$ cat src/rtl/request_rr_arbiter_if.sv
// Request-side and forwarded-side bundle of the round-robin request arbiter.
// Valid/ready: a beat transfers on a rising clk edge where valid && ready; once valid is high, data and index hold until that edge.
interface request_rr_arbiter_if #(
  parameter int  N_STREAMS = 2,
  parameter type DATA_TYPE = logic [63:0],
  parameter int  N_BITS    = $clog2(N_STREAMS)
);
  DATA_TYPE             i_data [N_STREAMS];
  logic [N_STREAMS-1:0] i_valid;
  logic [N_STREAMS-1:0] i_ready;
  DATA_TYPE             o_data;
  logic [N_BITS-1:0]    o_stream;
  logic                 o_valid;
  logic                 o_ready;

  modport master (
    output i_data, i_valid, o_ready,
    input  i_ready, o_data, o_stream, o_valid
  );

  modport slave (
    input  i_data, i_valid, o_ready,
    output i_ready, o_data, o_stream, o_valid
  );
endinterface

$ cat src/rtl/request_rr_arbiter.sv
// Round-robin arbiter sharing one registered request channel between N_STREAMS
// requesters, with per-stream outstanding-request credit counters.
module request_rr_arbiter #(
  parameter int  N_STREAMS       = 2,
  parameter type DATA_TYPE       = logic [63:0],
  parameter int  MAX_OUTSTANDING = 8,
  parameter int  N_BITS          = $clog2(N_STREAMS),
  parameter int  CNT_BITS        = $clog2(MAX_OUTSTANDING + 1)
) (
  input  logic                    clk,
  input  logic                    rst_n,
  request_rr_arbiter_if.slave     bus,
  input  logic                    cpl_valid,
  input  logic [N_BITS-1:0]       cpl_stream,
  output logic [CNT_BITS-1:0]     outstanding [N_STREAMS],
  output logic                    cpl_err
);

  logic [N_BITS-1:0]    r_ptr;
  logic [CNT_BITS-1:0]  r_cnt [N_STREAMS];
  logic                 r_err;
  logic                 r_valid;
  DATA_TYPE             r_data;
  logic [N_BITS-1:0]    r_stream;

  logic [N_STREAMS-1:0] w_elig;
  logic [N_STREAMS-1:0] w_inc;
  logic [N_STREAMS-1:0] w_dec;
  logic [N_BITS:0]      w_idx;
  logic [N_BITS-1:0]    w_grant;
  logic                 w_grant_vld;
  logic                 w_load;
  logic                 w_cpl_ok;

  assign w_load = !r_valid || bus.o_ready;

  // Credit check uses the registered count, so a completion frees credit only next cycle.
  always_comb begin
    w_elig = '0;
    for (int k = 0; k < N_STREAMS; k++) begin
      w_elig[k] = bus.i_valid[k] && (r_cnt[k] < CNT_BITS'(MAX_OUTSTANDING));
    end
  end

  always_comb begin
    w_grant     = '0;
    w_grant_vld = 1'b0;
    w_idx       = '0;
    for (int off = 0; off < N_STREAMS; off++) begin
      w_idx = {1'b0, r_ptr} + (N_BITS+1)'(off);
      if (w_idx >= (N_BITS+1)'(N_STREAMS)) begin
        w_idx = w_idx - (N_BITS+1)'(N_STREAMS);
      end
      if (!w_grant_vld && w_elig[w_idx[N_BITS-1:0]]) begin
        w_grant     = w_idx[N_BITS-1:0];
        w_grant_vld = 1'b1;
      end
    end
  end

  always_comb begin
    bus.i_ready = '0;
    for (int k = 0; k < N_STREAMS; k++) begin
      bus.i_ready[k] = w_load && w_grant_vld && (w_grant == N_BITS'(k));
    end
  end

  // A completion on a zero-count stream is legal only when it pairs with a same-cycle issue.
  always_comb begin
    w_inc    = '0;
    w_dec    = '0;
    w_cpl_ok = 1'b0;
    for (int k = 0; k < N_STREAMS; k++) begin
      w_inc[k] = bus.i_valid[k] && bus.i_ready[k];
      if (cpl_valid && (cpl_stream == N_BITS'(k)) && ((r_cnt[k] != '0) || w_inc[k])) begin
        w_dec[k] = 1'b1;
        w_cpl_ok = 1'b1;
      end
    end
  end

  always_ff @(posedge clk or negedge rst_n) begin
    if (!rst_n) begin
      for (int k = 0; k < N_STREAMS; k++) begin
        r_cnt[k] <= '0;
      end
      r_err <= 1'b0;
    end else begin
      for (int k = 0; k < N_STREAMS; k++) begin
        if (w_inc[k] && !w_dec[k]) begin
          r_cnt[k] <= r_cnt[k] + CNT_BITS'(1);
        end else if (!w_inc[k] && w_dec[k]) begin
          r_cnt[k] <= r_cnt[k] - CNT_BITS'(1);
        end
      end
      if (cpl_valid && !w_cpl_ok) begin
        r_err <= 1'b1;
      end
    end
  end

  always_ff @(posedge clk or negedge rst_n) begin
    if (!rst_n) begin
      r_valid  <= 1'b0;
      r_data   <= '0;
      r_stream <= '0;
      r_ptr    <= '0;
    end else if (w_load) begin
      if (w_grant_vld) begin
        r_data   <= bus.i_data[w_grant];
        r_stream <= w_grant;
        r_valid  <= 1'b1;
        r_ptr    <= (w_grant == N_BITS'(N_STREAMS - 1)) ? '0 : w_grant + N_BITS'(1);
      end else begin
        r_valid <= 1'b0;
      end
    end
  end

  assign bus.o_data   = r_data;
  assign bus.o_stream = r_stream;
  assign bus.o_valid  = r_valid;
  assign outstanding  = r_cnt;
  assign cpl_err      = r_err;

endmodule
$ cat src/flat_wrapper.sv
// flat-port wrapper written by rule: the top's interface ports become plain ports
module request_rr_arbiter_flat 
#(
  parameter int  N_STREAMS       = 2,
  parameter type DATA_TYPE       = logic [63:0],
  parameter int  MAX_OUTSTANDING = 8,
  parameter int  N_BITS          = $clog2(N_STREAMS),
  parameter int  CNT_BITS        = $clog2(MAX_OUTSTANDING + 1)
)
  (clk, rst_n, cpl_valid, cpl_stream, outstanding, cpl_err, bus_i_data, bus_i_valid, bus_o_ready, bus_i_ready, bus_o_data, bus_o_stream, bus_o_valid);
  request_rr_arbiter_if #(.N_STREAMS(N_STREAMS), .DATA_TYPE(DATA_TYPE), .N_BITS(N_BITS)) bus_i ();
  input  logic clk;
  input  logic rst_n;
  input  logic cpl_valid;
  input  logic [N_BITS-1:0] cpl_stream;
  output logic [CNT_BITS-1:0] outstanding[N_STREAMS];
  output logic cpl_err;
  input wire logic [$bits(bus_i.i_data)-1:0] bus_i_data;
  input wire logic [$bits(bus_i.i_valid)-1:0] bus_i_valid;
  input wire logic [$bits(bus_i.o_ready)-1:0] bus_o_ready;
  output wire logic [$bits(bus_i.i_ready)-1:0] bus_i_ready;
  output wire logic [$bits(bus_i.o_data)-1:0] bus_o_data;
  output wire logic [$bits(bus_i.o_stream)-1:0] bus_o_stream;
  output wire logic [$bits(bus_i.o_valid)-1:0] bus_o_valid;
  assign bus_i.i_data = {>>{bus_i_data}};
  assign bus_i.i_valid = bus_i_valid;
  assign bus_i.o_ready = bus_o_ready;
  assign bus_i_ready = bus_i.i_ready;
  assign bus_o_data = bus_i.o_data;
  assign bus_o_stream = bus_i.o_stream;
  assign bus_o_valid = bus_i.o_valid;
  request_rr_arbiter #(.N_STREAMS(N_STREAMS), .DATA_TYPE(DATA_TYPE), .MAX_OUTSTANDING(MAX_OUTSTANDING), .N_BITS(N_BITS), .CNT_BITS(CNT_BITS)) u_core (.clk(clk), .rst_n(rst_n), .bus(bus_i), .cpl_valid(cpl_valid), .cpl_stream(cpl_stream), .outstanding(outstanding), .cpl_err(cpl_err));
endmodule
$ cat config.mk
export PLATFORM = sky130hd
export DESIGN_NAME = request_rr_arbiter_flat
export DESIGN_NICKNAME = d
export VERILOG_FILES = /design/src/rtl/request_rr_arbiter_if.sv /design/src/rtl/request_rr_arbiter.sv /design/src/flat_wrapper.sv
export SDC_FILE = /design/constraint.sdc
export NUM_CORES = 1
export LEC_CHECK = 0
export CAP_MARGIN = 10
export CORE_MARGIN = 3
export CORE_UTILIZATION = 39
export DETAILED_ROUTE_END_ITERATION = 8
export GPL_TIMING_DRIVEN = 1
export PLACE_DENSITY = 0.85
export SYNTH_ARGS = -nofsm -noshare
export SYNTH_HDL_FRONTEND = slang
export SYNTH_SLANG_ARGS = --single-unit
$ cat constraint.sdc
create_clock -name clk -period 5.9 [get_ports clk]
set_clock_uncertainty 0.2 [all_clocks]
set_input_delay 1.18 -clock clk [delete_from_list [all_inputs] [get_ports clk]]
set_output_delay 1.18 -clock clk [all_outputs]
set_load 0.01 [all_outputs]
==> flow_metrics.tcl, run 1 <==
set metrics [dict create \
    status "finished clean" \
    tritoncts_clock_tree "yes" \
    routed_via_density 5.40 \
    synth_adder_area_share_pct 2.71 \
    setup_slack_ps 1700 \
    h-tree-depth 3 \
    final_cell_area_um2 5700 \
    detail_route.wirelength_um 10700 \
    core_um2 8260 \
    synth.mux.area_fraction_pct 1.96 \
    number_of_diodes_added_for_antenna_fixing 0 \
    grt_usage_pct 22.0 \
    clock_pin_slew_worst_setup_and_hold_paths_ps 70 \
    maximum_number_of_pins_on_one_net_before_global_route_repair 77 \
    dp_hpwl_um 7740 \
    drt_iter0_markers 362 \
    most_common_library_cell_in_the_layout_ignoring_fill_and_taps "sky130_fd_sc_hd__clkdlybuf4s50_1" \
    synthDominantAreaCellType "sky130_fd_sc_hd__dfrtp_1" \
    grt_first_pass_wirelength_um 17000 \
    syn_inst 276 \
    cts-buffers-inserted 9 \
    clock_sink_count 76 \
    placed_cell_area_um2 5480 \
    io_pins 212 \
    synthesis.area_um2 3330 \
    totalPowerFinal_mw 2.76 \
    min_path_type "reg -> reg" \
    synth_top_family_by_area "compound AO/OA/AOI/OAI gates" \
    clock_tree.buffer_depth 2 \
    route.vias.total 3178 \
    critical_path_class "in -> out" \
    max_freq_mhz 238 \
    timing_max_transition_violations_final 0 \
    post_placement_cell_count 573 \
    period_share_pct 71.1 \
    cts-root-buf "sky130_fd_sc_hd__clkbuf_8" \
    post_synth_num_cell_types 32 \
    finalHoldWorstSlack_ps 275 \
    antenna_violations_before_repair 0 \
    ctsHoldBuffers 0 \
    max_cap_viol_count 0 \
    finish.cell_count_without_fillers 588 \
    r2r-start "u_core.outstanding[7]" \
    layout-area-overhead-vs-synth_pct 71.2 \
    cp_data_required_time_ps 4520 \
    die_height_um 98.4 \
    post_synth.cell_area_avg_um2 12.1 \
    synth_xor_area_share_pct 1.58 \
    critPathMaxFanout 5 \
    gp_routability_congestion 0.904 \
    dieWidth_um 98.4 \
    source_of_the_critical_timing_path "bus_i_valid[1]" \
    total_leakage_power_nw 2.66 \
    gr_ovfl_total 0 \
    setup_viol_count_final 0 \
    die_area_um2 9670 \
    layout_common_cells "sky130_fd_sc_hd__clkdlybuf4s50_1, sky130_fd_sc_hd__dfrtp_1, sky130_fd_sc_hd__inv_1" \
    worstMarginPinSlew_ps 939 \
    power.density_cell_area_nw_per_um2 485 \
    finalCriticalPeriod_ps 4200 \
    number_of_global_route_vias_before_repair 3370 \
    warning_count_from_the_yosys_run 0 \
    hold_start "u_core.cpl_err" \
    buffer_ports.inserted 211 \
    post-route-util_pct 69.0 \
    post_synth_and_or_nand_nor_area_fraction_pct 3.72 \
    synth-compound-area-share_pct 21.7 \
    dpl_worst_slack_ps 1710 \
    mappedNetlistNets 417 \
    synth_seq_area_share_pct 57.2 \
    vdd_ir_drop_max_mv 0.237 \
    drc 0 \
    cts_repair_resize_count 0 \
    netlist_top_cells_area "sky130_fd_sc_hd__dfrtp_1, sky130_fd_sc_hd__a222oi_1, sky130_fd_sc_hd__inv_1" \
    setup.worst_path.start_class "input pin" \
    hold_viol 0 \
    rsz0062_at_grt "no" \
    timing.slew.headroom_pct 37.4 \
    detailedRoute.firstPassIterationCount 7 \
    setup-tns-final_ps 0 \
    post-cts-setup-buffers 0 \
    antenna_violating_nets_post_route 0 \
    clk-insertion-delay-late_ps 330 \
    starting_density_pct 40.3 \
    synth.top_cell.area_share_pct 57.2 \
    setup.worst_path.end_class "primary output" \
    nNetsFinal 620 \
    fp-row-count 33 \
    cp.arrival_ps 2820 \
    synth.ff_latch_count 76 \
    route.detailed.wl_per_inst_um 18.2 \
    drive_above_1_share_pct 4.97 \
]
## synthesized netlist by cell type, drive strengths merged
library cell	n
a311oi	1
clkbuf	10
fa	2
mux2i	2
and3b	1
or3	1
o21ai	1
and4	1
nor2	2
o311a	1
or3b	1
a21oi	2
dfrtp	76
xor2	2
inv	66
nand2b	2
xnor2	4
nand2	2
ha	4
or4	1
a222oi	64
nor2b	4
and3	1
mux2	4
o32ai	1
nor3	1
a21o	5
buf	12
nor4	2
## routing by layer
layer / vias up / wire [um] / global-route usage [%]
met5: - / 0 / 0
met4: 0 / 371 / 10.5
met3: 29 / 935 / 6.29
met2: 183 / 5410 / 37.5
met1: 1517 / 3980 / 25.5
li1: 1449 / - / -
## sequential cells by signal (all words and copies together) (netlist names)
name / flops
u_core.bus.o_stream: 1
u_core.r_ptr: 1
u_core.outstanding: 8
u_core.cpl_err: 1
u_core.bus.o_data: 64
u_core.bus.o_valid: 1
## cell type report
| type | instances | area [um^2] |
|---|---|---|
| clock buffer | 11 | 141 |
| timing repair buffer | 214 | 2130 |
| clock inverter | 4 | 73.8 |
| tap | 105 | 131 |
| sequential | 76 | 1900 |
| inverter | 66 | 248 |
| fill | 583 | 2560 |
| multi-input combinational | 112 | 1070 |
## where the power goes
part           internal [mW]  switching, mW  total (mW)  leakage [nW]
logic                  0.775          0.608        1.38          1.62
clock network          0.248          0.178       0.426         0.109
registers              0.777          0.177       0.954         0.930
## kinds of logic after synthesis
family,after synthesis
compound gates,75
xor+xnor,6
fa+ha+maj,6
buf+inv,88
flops,76
mux,6
simple gates,19
## critical path: stages
cell and delay [ps]:
sky130_fd_sc_hd__clkdlybuf4s50_1 470, sky130_fd_sc_hd__nor2b_1 360, sky130_fd_sc_hd__and3_4 260, sky130_fd_sc_hd__clkdlybuf4s50_1 550
## path summary, 6_finish.rpt
kind	slack (ps)	depth (start not counted)	end
worst max-delay path	1700	4	bus_i_ready[1]
worst min-delay path	270	1	u_core.cpl_err
worst max register to register	3230	8	u_core.outstanding[7]
worst min register to register	270	1	u_core.cpl_err
max in group asynchronous	4100	1	u_core.bus.o_data[62]
min in group asynchronous	790	1	u_core.bus.o_data[18]
Power figures use the tool's default switching activity.
==> inputs of run 2 (changes only) <==
--- a/config.mk
+++ b/config.mk
@@ -7,10 +7,10 @@
 export LEC_CHECK = 0
 export CAP_MARGIN = 10
 export CORE_MARGIN = 3
-export CORE_UTILIZATION = 39
+export CORE_UTILIZATION = 37
 export DETAILED_ROUTE_END_ITERATION = 8
 export GPL_TIMING_DRIVEN = 1
-export PLACE_DENSITY = 0.85
+export PLACE_DENSITY = 0.81
 export SYNTH_ARGS = -nofsm -noshare
 export SYNTH_HDL_FRONTEND = slang
 export SYNTH_SLANG_ARGS = --single-unit
==> constraint.sdc (replaced) <==
create_clock -name clk -period 4.4 [get_ports clk]
set_clock_uncertainty 0.2 [all_clocks]
set_input_delay 0.88 -clock clk [delete_from_list [all_inputs] [get_ports clk]]
set_output_delay 0.88 -clock clk [all_outputs]
set_load 0.01 [all_outputs]
==> run 2 against run 1 <==
Critical path depth did not move. Combinational power rose by 34%. Total power grew 32%. Utilization decreased by 1.8 points. Worst setup slack got worse by 930 ps. Design area shrank 0.24%. Count of clock-buffer cells in the layout shrank 1. Global-route usage down 1.3 points.
==> flow_metrics.tcl, run 2 (synthesis results as in run 1) <==
set metrics [dict create \
    setup-tns-final_ps 0 \
    layout_common_cells "sky130_fd_sc_hd__clkdlybuf4s50_1, sky130_fd_sc_hd__dfrtp_1, sky130_fd_sc_hd__inv_1" \
    die_area_um2 10200 \
    number_of_global_route_vias_before_repair 3410 \
    gp_routability_congestion 0.851 \
    drc 0 \
    detailedRoute.firstPassIterationCount 6 \
    power.density_cell_area_nw_per_um2 643 \
    grt_usage_pct 20.7 \
    placed_cell_area_um2 5480 \
    cts_repair_resize_count 0 \
    post-route-util_pct 67.1 \
    antenna_violating_nets_post_route 0 \
    io_pins 212 \
    clock_pin_slew_worst_setup_and_hold_paths_ps 80 \
    antenna_violations_before_repair 0 \
    hold_viol 0 \
    cp.arrival_ps 2540 \
    p_int_mw 2.36 \
    worst_hold_path.num_cells 1 \
    max_freq_mhz 276 \
    worstHoldEndpoint "u_core.bus.o_stream" \
    timing_max_transition_violations_final 0 \
    dp_hpwl_um 7660 \
    nNetsFinal 620 \
    starting_density_pct 39.3 \
    buffer_ports.inserted 211 \
    clk-insertion-delay-late_ps 330 \
    cp_data_required_time_ps 3320 \
    maximum_number_of_pins_on_one_net_before_global_route_repair 77 \
    critical_path.reg2reg.endpoint "u_core.outstanding[7]" \
    setup.worst_path.end_class "primary output" \
    route.vias.total 3140 \
    post-cts-setup-buffers 0 \
    min_path_type "reg -> reg" \
    worst-r2r-cell-count 8 \
    cts-buffers-inserted 9 \
    dieWidth_um 101 \
    fillerInstances 673 \
    vdd_ir_drop_max_mv 0.339 \
    most_common_library_cell_in_the_layout_ignoring_fill_and_taps "sky130_fd_sc_hd__clkdlybuf4s50_1" \
    routed_via_density 5.33 \
    flip_flop_count_of_the_largest_register_after_layout 64 \
    number_of_diodes_added_for_antenna_fixing 0 \
    clock_tree.buffer_depth 2 \
    worstMarginPinSlew_ps 948 \
    switching_portion_of_total_power_pct 35.5 \
    comb_power_share_pct 50.6 \
    max_cap_viol_count 0 \
    switchingPower_mw 1.30 \
    tritoncts_clock_tree "yes" \
    r2r_setup_slack_ps 1740 \
    cts-root-buf "sky130_fd_sc_hd__clkbuf_8" \
    final_cell_area_um2 5680 \
    setup_viol_count_final 0 \
    die_height_um 101 \
    drt_iter0_markers 313 \
    setup.worst_path.start_class "input pin" \
    core_um2 8460 \
    rsz0062_at_grt "no" \
    h-tree-depth 3 \
    route.detailed.wl_per_inst_um 18.0 \
    period_share_pct 82.3 \
    seqPwrFrac_pct 35.0 \
    r2r-start "u_core.outstanding[7]" \
    critical_path_class "in -> out" \
    drive_above_1_share_pct 5.37 \
    ctsHoldBuffers 0 \
    clock_sink_count 76 \
    finalCriticalPeriod_ps 3620 \
    fp-row-count 33 \
    status "finished clean" \
    layout-area-overhead-vs-synth_pct 70.8 \
    gr_ovfl_total 0 \
    total_leakage_power_nw 2.65 \
    critPathMaxFanout 5 \
    timing.slew.headroom_pct 36.8 \
    grt_first_pass_wirelength_um 16500 \
    detail_route.wirelength_um 10600 \
    hold_start "u_core.bus.o_stream" \
    p_clk_share_pct 14.4 \
]
-- run 2: changes by cell type in the layout (fill, tap and decap cells not counted), sizes merged --
cell and delta:
clkbuf -1, bufinv -1, clkinvlp +2, clkinv +1
-- run 2: area by class of cell --
class	count	area [um^2]	area share, %
timing repair buffer	214	2130	37.5
sequential	76	1900	33.5
multi-input combinational	112	1070	18.8
inverter	66	248	4.36
clock buffer	10	138	2.42
tap	105	131	2.31
clock inverter	6	63.8	1.12
-- run 2: how the worst max path moves through the flow --
stage,slack [ps],cells past startpoint,start,end
2_1_floorplan,1630,4,bus_i_valid[0],bus_i_ready[1]
3_3_place_gp,830,4,bus_i_valid[1],bus_i_ready[1]
3_5_place_dp,790,4,bus_i_valid[1],bus_i_ready[1]
4_1_cts,790,4,bus_i_valid[1],bus_i_ready[1]
5_1_grt,690,4,bus_i_valid[1],bus_i_ready[1]
6_report,780,4,bus_i_valid[1],bus_i_ready[1]
-- run 2: power groups by stage --
stage,Sequential (mW),Combinational (mW),Clock [mW]
after CTS,1.28,1.88,0.543
after floorplan,1.41,0.725,0
after global routing,1.33,2.02,0.570
after global placement,1.27,1.82,0
after detailed placement,1.28,1.87,0
final,1.28,1.85,0.525
-- run 2: metal layers --
layer  vias to the layer above  part of all wire, %  GRT usage (%)
li1                       1450                    -              -
met1                      1486                   37           23.9
met2                       183                   51           35.6
met3                        21                  9.9           6.02
met4                         0                  2.3           8.70
met5                         -                    0              0
-- run 2: metrics by stage --
stage,cells,worst slack (ps),hold slack [ps],power (mW)
2_1_floorplan,276,1630,266,2.14
3_3_place_gp,573,831,238,3.09
3_5_place_dp,573,786,265,3.15
4_1_cts,589,786,284,3.70
5_1_grt,589,695,289,3.92
6_report,589,778,279,3.65
-- run 2: worst max-delay path, cell delays in order --
cell and delay, ps:
sky130_fd_sc_hd__clkdlybuf4s50_1 480, sky130_fd_sc_hd__nor2b_1 370, sky130_fd_sc_hd__and3_4 270, sky130_fd_sc_hd__clkdlybuf4s50_1 540
